[config.mk]
export PLATFORM = sky130hd
export DESIGN_NAME = divider_iterative
export DESIGN_NICKNAME = d
export VERILOG_FILES = /design/src/rtl/divider_iterative.sv
export SDC_FILE = /design/constraint.sdc
export NUM_CORES = 1
export LEC_CHECK = 0
export ABC_CLOCK_PERIOD_IN_PS = 11880
export BUFFER_PORTS_ARGS = -buffer_cell sky130_fd_sc_hd__buf_2
export CAP_MARGIN = 20
export CORE_ASPECT_RATIO = 1.5
export CORE_MARGIN = 2
export CORE_UTILIZATION = 60
export CTS_CLUSTER_SIZE = 16
export DETAILED_ROUTE_END_ITERATION = 10
export GPL_TIMING_DRIVEN = 0
export PLACE_DENSITY = 0.83
export SYNTH_ARGS = -nofsm -noshare
export SYNTH_HDL_FRONTEND = slang
export SYNTH_SLANG_ARGS = --single-unit
[constraint.sdc]
create_clock -name clk -period 11.88 [get_ports clk]
set_input_delay 0.594 -clock clk [delete_from_list [all_inputs] [get_ports clk]]
set_output_delay 0.594 -clock clk [all_outputs]
set_load 0.005 [all_outputs]
[src/rtl/divider_iterative.sv]
// rtl/divider_iterative.sv - iterative unsigned restoring divider, one quotient bit per clock
module divider_iterative #(
  parameter int WIDTH = 32
) (
  input  logic             clk,
  input  logic             reset,
  input  logic             valid_in,
  input  logic [WIDTH-1:0] a,
  input  logic [WIDTH-1:0] b,
  output logic             valid_out,
  output logic             busy,
  output logic [WIDTH-1:0] q,
  output logic [WIDTH-1:0] rem
);

  localparam int CW = $clog2(WIDTH + 1);

  typedef enum logic [1:0] {
    IDLE = 2'd0,
    BUSY = 2'd1,
    DONE = 2'd2
  } state_t;

  state_t           state;
  logic [WIDTH-1:0] divisor;
  logic [WIDTH-1:0] dividend;
  logic [WIDTH-1:0] part_rem;
  logic [CW-1:0]    count;

  logic [WIDTH:0]   trial;
  logic [WIDTH-1:0] rem_next;
  logic [WIDTH-1:0] quo_next;

  // Trial subtraction is one bit wider than the operands so the borrow lands in trial[WIDTH].
  always_comb begin
    trial    = {part_rem, dividend[WIDTH-1]} - {1'b0, divisor};
    rem_next = trial[WIDTH] ? {part_rem[WIDTH-2:0], dividend[WIDTH-1]} : trial[WIDTH-1:0];
    quo_next = {dividend[WIDTH-2:0], ~trial[WIDTH]};
  end

  always_ff @(posedge clk or posedge reset) begin
    if (reset) begin
      state     <= IDLE;
      valid_out <= 1'b0;
      busy      <= 1'b0;
      q         <= '0;
      rem       <= '0;
      divisor   <= '0;
      dividend  <= '0;
      part_rem  <= '0;
      count     <= '0;
    end else begin
      valid_out <= 1'b0;
      case (state)
        IDLE, DONE: begin
          if (valid_in) begin
            divisor  <= b;
            dividend <= a;
            part_rem <= '0;
            count    <= CW'(WIDTH);
            busy     <= 1'b1;
            state    <= BUSY;
          end else begin
            busy  <= 1'b0;
            state <= IDLE;
          end
        end
        BUSY: begin
          part_rem <= rem_next;
          dividend <= quo_next;
          count    <= count - CW'(1);
          // Results are published only here, so q/rem hold through the next operation.
          if (count == CW'(1)) begin
            q         <= quo_next;
            rem       <= rem_next;
            valid_out <= 1'b1;
            busy      <= 1'b0;
            state     <= DONE;
          end
        end
        default: begin
          busy  <= 1'b0;
          state <= IDLE;
        end
      endcase
    end
  end

endmodule

==> impl_metrics.csv, run 1 <==
group,metric,value,unit
synth,synth_seq_area_share,48.5,%
critical_path,rr_worst_depth,11,
power_and_ir_drop,intPower,0.00206,W
synth,synth_enable_flop_cells,0,
timing,minimum_hold_slack,0.142,ns
placed_design,gpl.final_weighted_congestion,0.915,
placed_design,placed_cells,1315,
finish,syn2layout_area_growth,17.5,%
placed_design,place.port_buffers,132,
power_and_ir_drop,swShare,46.5,%
floorplanning,fp.dieH,152,microns
floorplanning,floorplan.core_area,14400,sq um
critical_path,worstPathCellList,"inv_1 -> ha_1 -> fa_1 -> nor2b_1 -> o31ai_1 -> a211oi_1 -> a211oi_1 -> a22oi_1 -> nor3_1 -> o311ai_0 -> o211ai_1",
finish,final-instance-count-excl-fill,1347,
clock_tree,cts_root_buf,"sky130_fd_sc_hd__clkbuf_16",
critical_path,setup.worst_path.end_class,"register",
timing,post-route-period-util,30.6,%
clock_tree,clock-sinks,170,
critical_path,crit_path_start_kind,"register",
finish,drive_gt1_share,16.3,%
timing,final-setup-viol-count,0,
run_status,outcome,"finished clean",
synth,syn-mean-instance-area,8.89,sq um
worst_hold_path,hold_path_class,"primary input to async pin",
critical_path,worst_path_max_fanout,5,
drt,route.layer.met1.wl,8760,microns
floorplanning,die_area,15600,sq um
drt,met3WireLength,1190,microns
drt,vias_per_cell,5.71,
placed_design,place_hpwl,16600,microns
drt,vias,7689,
clock_tree,tritoncts.num_buffers,17,
grt,grt_usage,30.6,%
timing,report.final.hold_viol_count,0,
floorplanning,chipWidth,103,microns
drt,wl_met2,11800,microns
timing,final.min_clock_period,3.63,ns
timing,tightestPinTransition,0.690,ns
floorplanning,floorplan.initialDensity,60.9,%
finish,diodes,0,
power_and_ir_drop,netSwitchingPower,0.00179,W
drt,routedWlPerCell,16.9,microns
timing,setup_repair_after_global_routing_missed_its_margin,"no",
power_and_ir_drop,total_leakage_power,5.08,nW
drt,total_routed_length,22800,microns
clock_tree,clkLatencyLatePin,0.44,ns
drt,drt_iter0_drc,417,
power_and_ir_drop,combinationalPowerShare,58.9,%
floorplanning,io_pins,133,
synth,synth_async_sr_flop_share,100,%
finish,ff_latch_area,4250,sq um
synth,ff_latch_count_synth,170,
timing,achievable-frequency,275,MHz
drt,antenna_violating_nets_post_route,0,
timing,max_slew_margin,53.4,%
synth,ys_dominant_reg_cell,"sky130_fd_sc_hd__dfrtp_1",
critical_path,critical-path-max-stage-delay,0.65,ns
clock_tree,cts_max_level,4,
grt,grt_first_pass_wirelength,37700,microns
critical_path,cp_slowest_cell,"sky130_fd_sc_hd__o311ai_0",
run,drv.max_cap_violation_count,0,
synth,synth_area,8770,sq um
power_and_ir_drop,seq_power_share,26.7,%
critical_path,worstSetupPathType,"register to register",
synth,syn_inst,986,
placed_design,detailedPlace.worstSlack,8.32,ns
synth,ys_types,59,
clock_tree,postCtsResizedCells,0,
timing,total_negative_slack_for_setup_checks,0,ns
drt,dr.max_layer_used,"met4",
finish,layout_filler_cell_count,1130,
critical_path,cp_common_cell,"sky130_fd_sc_hd__a211oi_1",
clock_tree,post_cts.repair.setup_buffers,0,
power_and_ir_drop,vdd_ir_drop_max,0.156,mV
floorplanning,number_of_rows_in_the_core_area,54,
grt,grt_antenna_before_repair,0,
clock_tree,cts_hold_repair.buffers,0,
critical_path,critical_path_required,12.17,ns
grt,grt.overflow.total,0,
drt,detailed_route_drc_error_count,0,
grt,first_global_vias,8007,
clock_tree,cts.reportedPaths.clkPinSlew,0.08,ns
critical_path,crit_arrival,3.92,ns
power_and_ir_drop,share_clk_of_total_power,14.3,%
timing,setup_ws,8.25,ns
finish,design.final.nets,1240,
grt,grt_start_max_net_pins,120,
finish,multi_input_comb_area,4090,sq um
synth,ys_warn_count,0,
synth,syn-num-nets,1088,
power_and_ir_drop,report.power.total,0.00385,W
timing,slew_violations,0,
clock_tree,cts_tree,"done",
timing,worst_clock_skew,0.0208,ns
drt,drt_pass_1_iters,5,
clock_tree,max_clock_buf_depth,2,
power_and_ir_drop,pwr_density_cell,373,nW/um^2
==> cells by family (layout without fill, tap and decap cells) <==
logic type | Yosys count | after routing | share of synthesized area [%]
AO/OA/AOI/OAI | 246 | 246 | 17.2
XOR/XNOR | 28 | 28 | 3.01
adder cells (fa/ha/maj) | 35 | 35 | 5.08
buffers and inverters | 103 | 268 | 4.82
flip-flops | 170 | 170 | 48.5
multiplexers | 34 | 34 | 3.95
AND/OR/NAND/NOR | 370 | 370 | 17.4
==> cells in the mapped netlist, types with 2 or more instances <==
| library cell | number | area (sq um) |
|---|---|---|
| sky130_fd_sc_hd__a211oi_1 | 5 | 37.5 |
| sky130_fd_sc_hd__o2bb2ai_1 | 2 | 17.5 |
| sky130_fd_sc_hd__dfrtp_1 | 170 | 4250 |
| sky130_fd_sc_hd__or4_1 | 2 | 15.0 |
| sky130_fd_sc_hd__o21bai_1 | 3 | 22.5 |
| sky130_fd_sc_hd__mux2i_1 | 29 | 290 |
| sky130_fd_sc_hd__a2111oi_0 | 3 | 26.3 |
| sky130_fd_sc_hd__or3_1 | 5 | 31.3 |
| sky130_fd_sc_hd__nand3b_1 | 3 | 22.5 |
| sky130_fd_sc_hd__a22oi_1 | 32 | 240 |
| sky130_fd_sc_hd__o2111ai_1 | 2 | 17.5 |
| sky130_fd_sc_hd__nand2b_1 | 4 | 25.0 |
| sky130_fd_sc_hd__nor3_1 | 9 | 45.0 |
| sky130_fd_sc_hd__inv_1 | 46 | 173 |
| sky130_fd_sc_hd__o21ai_1 | 31 | 155 |
| sky130_fd_sc_hd__buf_1 | 6 | 22.5 |
| sky130_fd_sc_hd__buf_8 | 2 | 30.0 |
| sky130_fd_sc_hd__a21o_1 | 5 | 37.5 |
| sky130_fd_sc_hd__o211ai_1 | 4 | 30.0 |
| sky130_fd_sc_hd__o31ai_1 | 4 | 30.0 |
| sky130_fd_sc_hd__o21a_1 | 6 | 45.0 |
| sky130_fd_sc_hd__mux2_2 | 5 | 56.3 |
| sky130_fd_sc_hd__nand2_1 | 279 | 1050 |
| sky130_fd_sc_hd__o21ai_0 | 83 | 415 |
| sky130_fd_sc_hd__a31oi_1 | 2 | 12.5 |
| sky130_fd_sc_hd__o31a_1 | 3 | 26.3 |
| sky130_fd_sc_hd__ha_1 | 34 | 425 |
| sky130_fd_sc_hd__nor2_1 | 31 | 116 |
| sky130_fd_sc_hd__a22o_1 | 3 | 26.3 |
| sky130_fd_sc_hd__xor2_1 | 9 | 78.8 |
| sky130_fd_sc_hd__nor2b_1 | 10 | 62.6 |
| sky130_fd_sc_hd__nand3_1 | 16 | 80.1 |
| sky130_fd_sc_hd__o311ai_0 | 3 | 26.3 |
| sky130_fd_sc_hd__clkbuf_1 | 42 | 158 |
| sky130_fd_sc_hd__buf_2 | 5 | 25.0 |
| sky130_fd_sc_hd__a211o_1 | 2 | 17.5 |
| sky130_fd_sc_hd__xnor2_1 | 18 | 158 |
| sky130_fd_sc_hd__a21oi_1 | 41 | 205 |
| sky130_fd_sc_hd__nand4_1 | 5 | 31.3 |
| sky130_fd_sc_hd__or2_2 | 2 | 12.5 |
| sky130_fd_sc_hd__a21boi_0 | 2 | 15.0 |
==> routing by layer <==
layer / GRT usage (%) / up-vias
met5: 0 / -
met4: 15.2 / 0
met3: 5.89 / 75
met2: 53.1 / 244
met1: 35.3 / 3714
li1: - / 3656
==> path summary, 6_finish.rpt <==
kind                         startpoint      endpoint  slack [ns]
min in group clk                  b[11]   divisor[11]        0.35
max in group asynchronous         reset  part_rem[27]       10.82
max                        dividend[31]  part_rem[30]        8.25
min                               reset     valid_out        0.14
max reg2reg                dividend[31]  part_rem[30]        8.25
min reg2reg                    count[5]      count[5]        0.47
==> power by group through the flow <==
stage               clock, W  combinational (W)  sequential (W)
floorplan                  0            0.00166         0.00100
global placement           0            0.00216         0.00102
detailed placement         0            0.00222         0.00103
CTS                 0.000554            0.00225         0.00103
global route        0.000576            0.00251         0.00106
finish              0.000551            0.00227         0.00103
==> critical path: cells and delay by family, from the launching register on <==
family,cells,cell delay (ns)
AOI/OAI and AO/OA,6,2.11
adders and majority gates,2,0.63
buffers and inverters,1,0.06
DFF,1,0.34
and+or+nand+nor,2,0.34
==> cell type report <==
class | instances | share of cell area, %
plain buffers | 56 | 2.39
clock buffers | 18 | 4.26
clock inverters | 14 | 1.48
inverters | 47 | 1.79
multi-input cells | 713 | 39.7
flip-flops and latches | 170 | 41.3
well taps | 196 | 2.38
repair buffers | 133 | 6.68
==> cell usage in the layout (no fill, tap or decap), types with 6 or more instances in the layout <==
master	n
sky130_fd_sc_hd__inv_1	45
sky130_fd_sc_hd__ha_1	34
sky130_fd_sc_hd__xor2_1	9
sky130_fd_sc_hd__mux2i_1	29
sky130_fd_sc_hd__nand3_1	16
sky130_fd_sc_hd__nor2b_1	10
sky130_fd_sc_hd__buf_1	6
sky130_fd_sc_hd__dfrtp_1	170
sky130_fd_sc_hd__clkbuf_16	17
sky130_fd_sc_hd__o21ai_1	31
sky130_fd_sc_hd__buf_2	137
sky130_fd_sc_hd__clkbuf_1	42
sky130_fd_sc_hd__nand2_1	279
sky130_fd_sc_hd__o21ai_0	83
sky130_fd_sc_hd__a21oi_1	41
sky130_fd_sc_hd__o21a_1	6
sky130_fd_sc_hd__xnor2_1	18
sky130_fd_sc_hd__a22oi_1	32
sky130_fd_sc_hd__nor2_1	31
sky130_fd_sc_hd__nor3_1	9
==> flip-flops by register name, summed over array words and instances, names as in the netlist <==
name and cells:
busy 1, count 6, dividend 32, divisor 32, part_rem 32, q 32
rem 32, state 2, valid_out 1
==> metrics by stage <==
step,instance area (sq um),utilization [%]
6_report,10300,71.6
2_1_floorplan,8770,-
3_3_place_gp,9670,67.2
4_1_cts,10300,71.6
5_1_grt,10300,71.6
3_5_place_dp,9710,67.4
(Power assumes the default switching activity.)
==> run 2: changes to the inputs <==
==> config.mk (replaced) <==
export PLATFORM = sky130hd
export DESIGN_NAME = divider_iterative
export DESIGN_NICKNAME = d
export VERILOG_FILES = /design/src/rtl/divider_iterative.sv
export SDC_FILE = /design/constraint.sdc
export NUM_CORES = 1
export LEC_CHECK = 0
export ABC_CLOCK_PERIOD_IN_PS = 3800
export BUFFER_PORTS_ARGS = -buffer_cell sky130_fd_sc_hd__buf_2
export CAP_MARGIN = 20
export CORE_ASPECT_RATIO = 1.5
export CORE_MARGIN = 2
export CORE_UTILIZATION = 57
export CTS_CLUSTER_SIZE = 16
export DETAILED_ROUTE_END_ITERATION = 10
export GPL_TIMING_DRIVEN = 0
export PLACE_DENSITY = 0.8
export SYNTH_ARGS = -nofsm -noshare
export SYNTH_HDL_FRONTEND = slang
export SYNTH_SLANG_ARGS = --single-unit
==> constraint.sdc (replaced) <==
create_clock -name clk -period 3.8 [get_ports clk]
set_input_delay 0.19 -clock clk [delete_from_list [all_inputs] [get_ports clk]]
set_output_delay 0.19 -clock clk [all_outputs]
set_load 0.005 [all_outputs]
==> impl_metrics.csv, run 2 (same netlist as run 1, synthesis figures left out) <==
group,metric,value,unit
run_status,outcome,"complete, but fails checks",
run_status,violations,"negative hold slack",
power_and_ir_drop,pwr_density_cell,1110,nW/um^2
critical_path,crit_arrival,3.90,ns
finish,commonest_non_fill_non_tap_cell_in_the_layout,"sky130_fd_sc_hd__nand2_1",
finish,layout_filler_cell_count,1103,
placed_design,gpl.final_weighted_congestion,0.933,
drt,routedWlPerCell,16.7,microns
clock_tree,clock-sinks,170,
timing,final-setup-viol-count,0,
drt,met3WireLength,1190,microns
power_and_ir_drop,total_leakage_power,5.36,nW
timing,max_slew_margin,54.9,%
floorplanning,fp.dieH,156,microns
drt,detailed_route_drc_error_count,0,
clock_tree,cts_tree,"done",
clock_tree,max_clock_buf_depth,2,
clock_tree,post_cts.repair.setup_buffers,0,
timing,final.min_clock_period,3.62,ns
grt,first_global_vias,8127,
drt,drt_pass_1_iters,5,
drt,vias_per_cell,5.68,
finish,final_cell_area,10900,sq um
timing,post-route-period-util,95.3,%
critical_path,crit_path_start_kind,"register",
grt,grt_first_pass_wirelength,39100,microns
placed_design,placed_cells,1321,
placed_design,place.port_buffers,132,
timing,achievable-frequency,276,MHz
worst_hold_path,hold_path_class,"primary input to register",
floorplanning,chipWidth,105,microns
finish,design.final.nets,1300,
finish,final_cell_mix,"279 x sky130_fd_sc_hd__nand2_1, 170 x sky130_fd_sc_hd__dfrtp_1, 137 x sky130_fd_sc_hd__buf_2",
clock_tree,postCtsResizedCells,0,
critical_path,setup.worst_path.end_class,"register",
finish,final_util,72.5,%
drt,total_routed_length,23600,microns
finish,syn2layout_area_growth,24.7,%
clock_tree,cts_root_buf,"sky130_fd_sc_hd__clkbuf_16",
critical_path,critical_path_required,4.08,ns
floorplanning,number_of_rows_in_the_core_area,55,
finish,diodes,0,
timing,tightestPinTransition,0.669,ns
timing,report.final.hold_viol_count,2,
power_and_ir_drop,vdd_ir_drop_max,0.552,mV
finish,drive_gt1_share,15.8,%
placed_design,place_hpwl,16800,microns
placed_design,placement.cell_area,9760,sq um
timing,total_negative_slack_for_setup_checks,0,ns
finish,final-instance-count-excl-fill,1410,
run,drv.max_cap_violation_count,0,
floorplanning,die_area,16400,sq um
clock_tree,clkLatencyLatePin,0.44,ns
critical_path,worstSetupPathType,"register to register",
clock_tree,cts.reportedPaths.clkPinSlew,0.08,ns
grt,grt_usage,29.7,%
clock_tree,cts_max_level,4,
clock_tree,tritoncts.num_buffers,17,
grt,grt.overflow.total,0,
floorplanning,floorplan.initialDensity,58.2,%
timing,worst_clock_skew,0.0143,ns
floorplanning,io_pins,133,
drt,wl_met2,12300,microns
grt,grt_start_max_net_pins,44,
drt,drt_iter0_drc,404,
timing,setup_repair_after_global_routing_missed_its_margin,"no",
timing,slew_violations,0,
drt,vias,8008,
grt,grt_antenna_before_repair,0,
floorplanning,floorplan.core_area,15100,sq um
drt,dr.max_layer_used,"met4",
drt,route.layer.met1.wl,9090,microns
critical_path,worst_path_max_fanout,5,
drt,antenna_violating_nets_post_route,0,
timing,minimum_hold_slack,-0.00137,ns
[run 2: layer usage]
| layer | track usage (%) | up-vias |
|---|---|---|
| li1 | - | 3788 |
| met1 | 34.3 | 3893 |
| met2 | 53.1 | 257 |
| met4 | 14.7 | 0 |
| met3 | 5.05 | 70 |
| met5 | 0 | - |
[run 2: critical path, stage by stage, from the launching register on]
cell	delay [ns]
sky130_fd_sc_hd__dfrtp_1	0.40
sky130_fd_sc_hd__ha_1	0.25
sky130_fd_sc_hd__fa_1	0.42
sky130_fd_sc_hd__nor2b_1	0.20
sky130_fd_sc_hd__o31ai_1	0.11
sky130_fd_sc_hd__a211oi_1	0.39
sky130_fd_sc_hd__a211oi_1	0.24
sky130_fd_sc_hd__a22oi_1	0.52
sky130_fd_sc_hd__nor3_1	0.13
sky130_fd_sc_hd__o311ai_0	0.64
sky130_fd_sc_hd__o211ai_1	0.18
[run 2: through the flow]
| stage | worst slack, ns | total power, W |
|---|---|---|
| detailed placement | 0.316 | 0.0102 |
| global placement | 0.332 | 0.00994 |
| finish | 0.180 | 0.0121 |
| floorplan | 0.693 | 0.00833 |
| global route | 0.00785 | 0.0130 |
| CTS | 0.262 | 0.0121 |
[run 2: layout make-up]
cell class                 count  area [sq um]  share of cell area [%]
buffer                        56           246                    2.25
clock buffer                  18           439                    4.02
clock inverter                14           163                    1.49
inverter                      47           180                    1.65
multi-input combinational    713          4090                    37.4
sequential                   170          4250                    38.9
tap                          199           249                    2.28
timing repair buffer         193          1310                    12.0
[run 2: final timing paths]
path / from / end / slack, ns / cells after the start
min reg2reg: q[28] / q[28] / 0.47 / 2
min: a[13] / dividend[13] / -0.001 / 3
max: divisor[0] / part_rem[30] / 0.18 / 10
max in group asynchronous: reset / rem[6] / 2.71 / 5
min in group asynchronous: reset / divisor[24] / 0.28 / 3
max reg2reg: divisor[0] / part_rem[30] / 0.18 / 10
[run 2: power breakdown]
part           switching [W]  leakage [nW]  internal [W]
registers           0.000528          2.12       0.00269
clock network       0.000852         0.297      0.000909
logic                0.00425          2.94       0.00289
[run 2: what timing repair did]
item,4_1_cts,5_1_grt
hold endpoints to repair,67,0
endpoints found under the setup margin,0,0
hold buffers,57,0
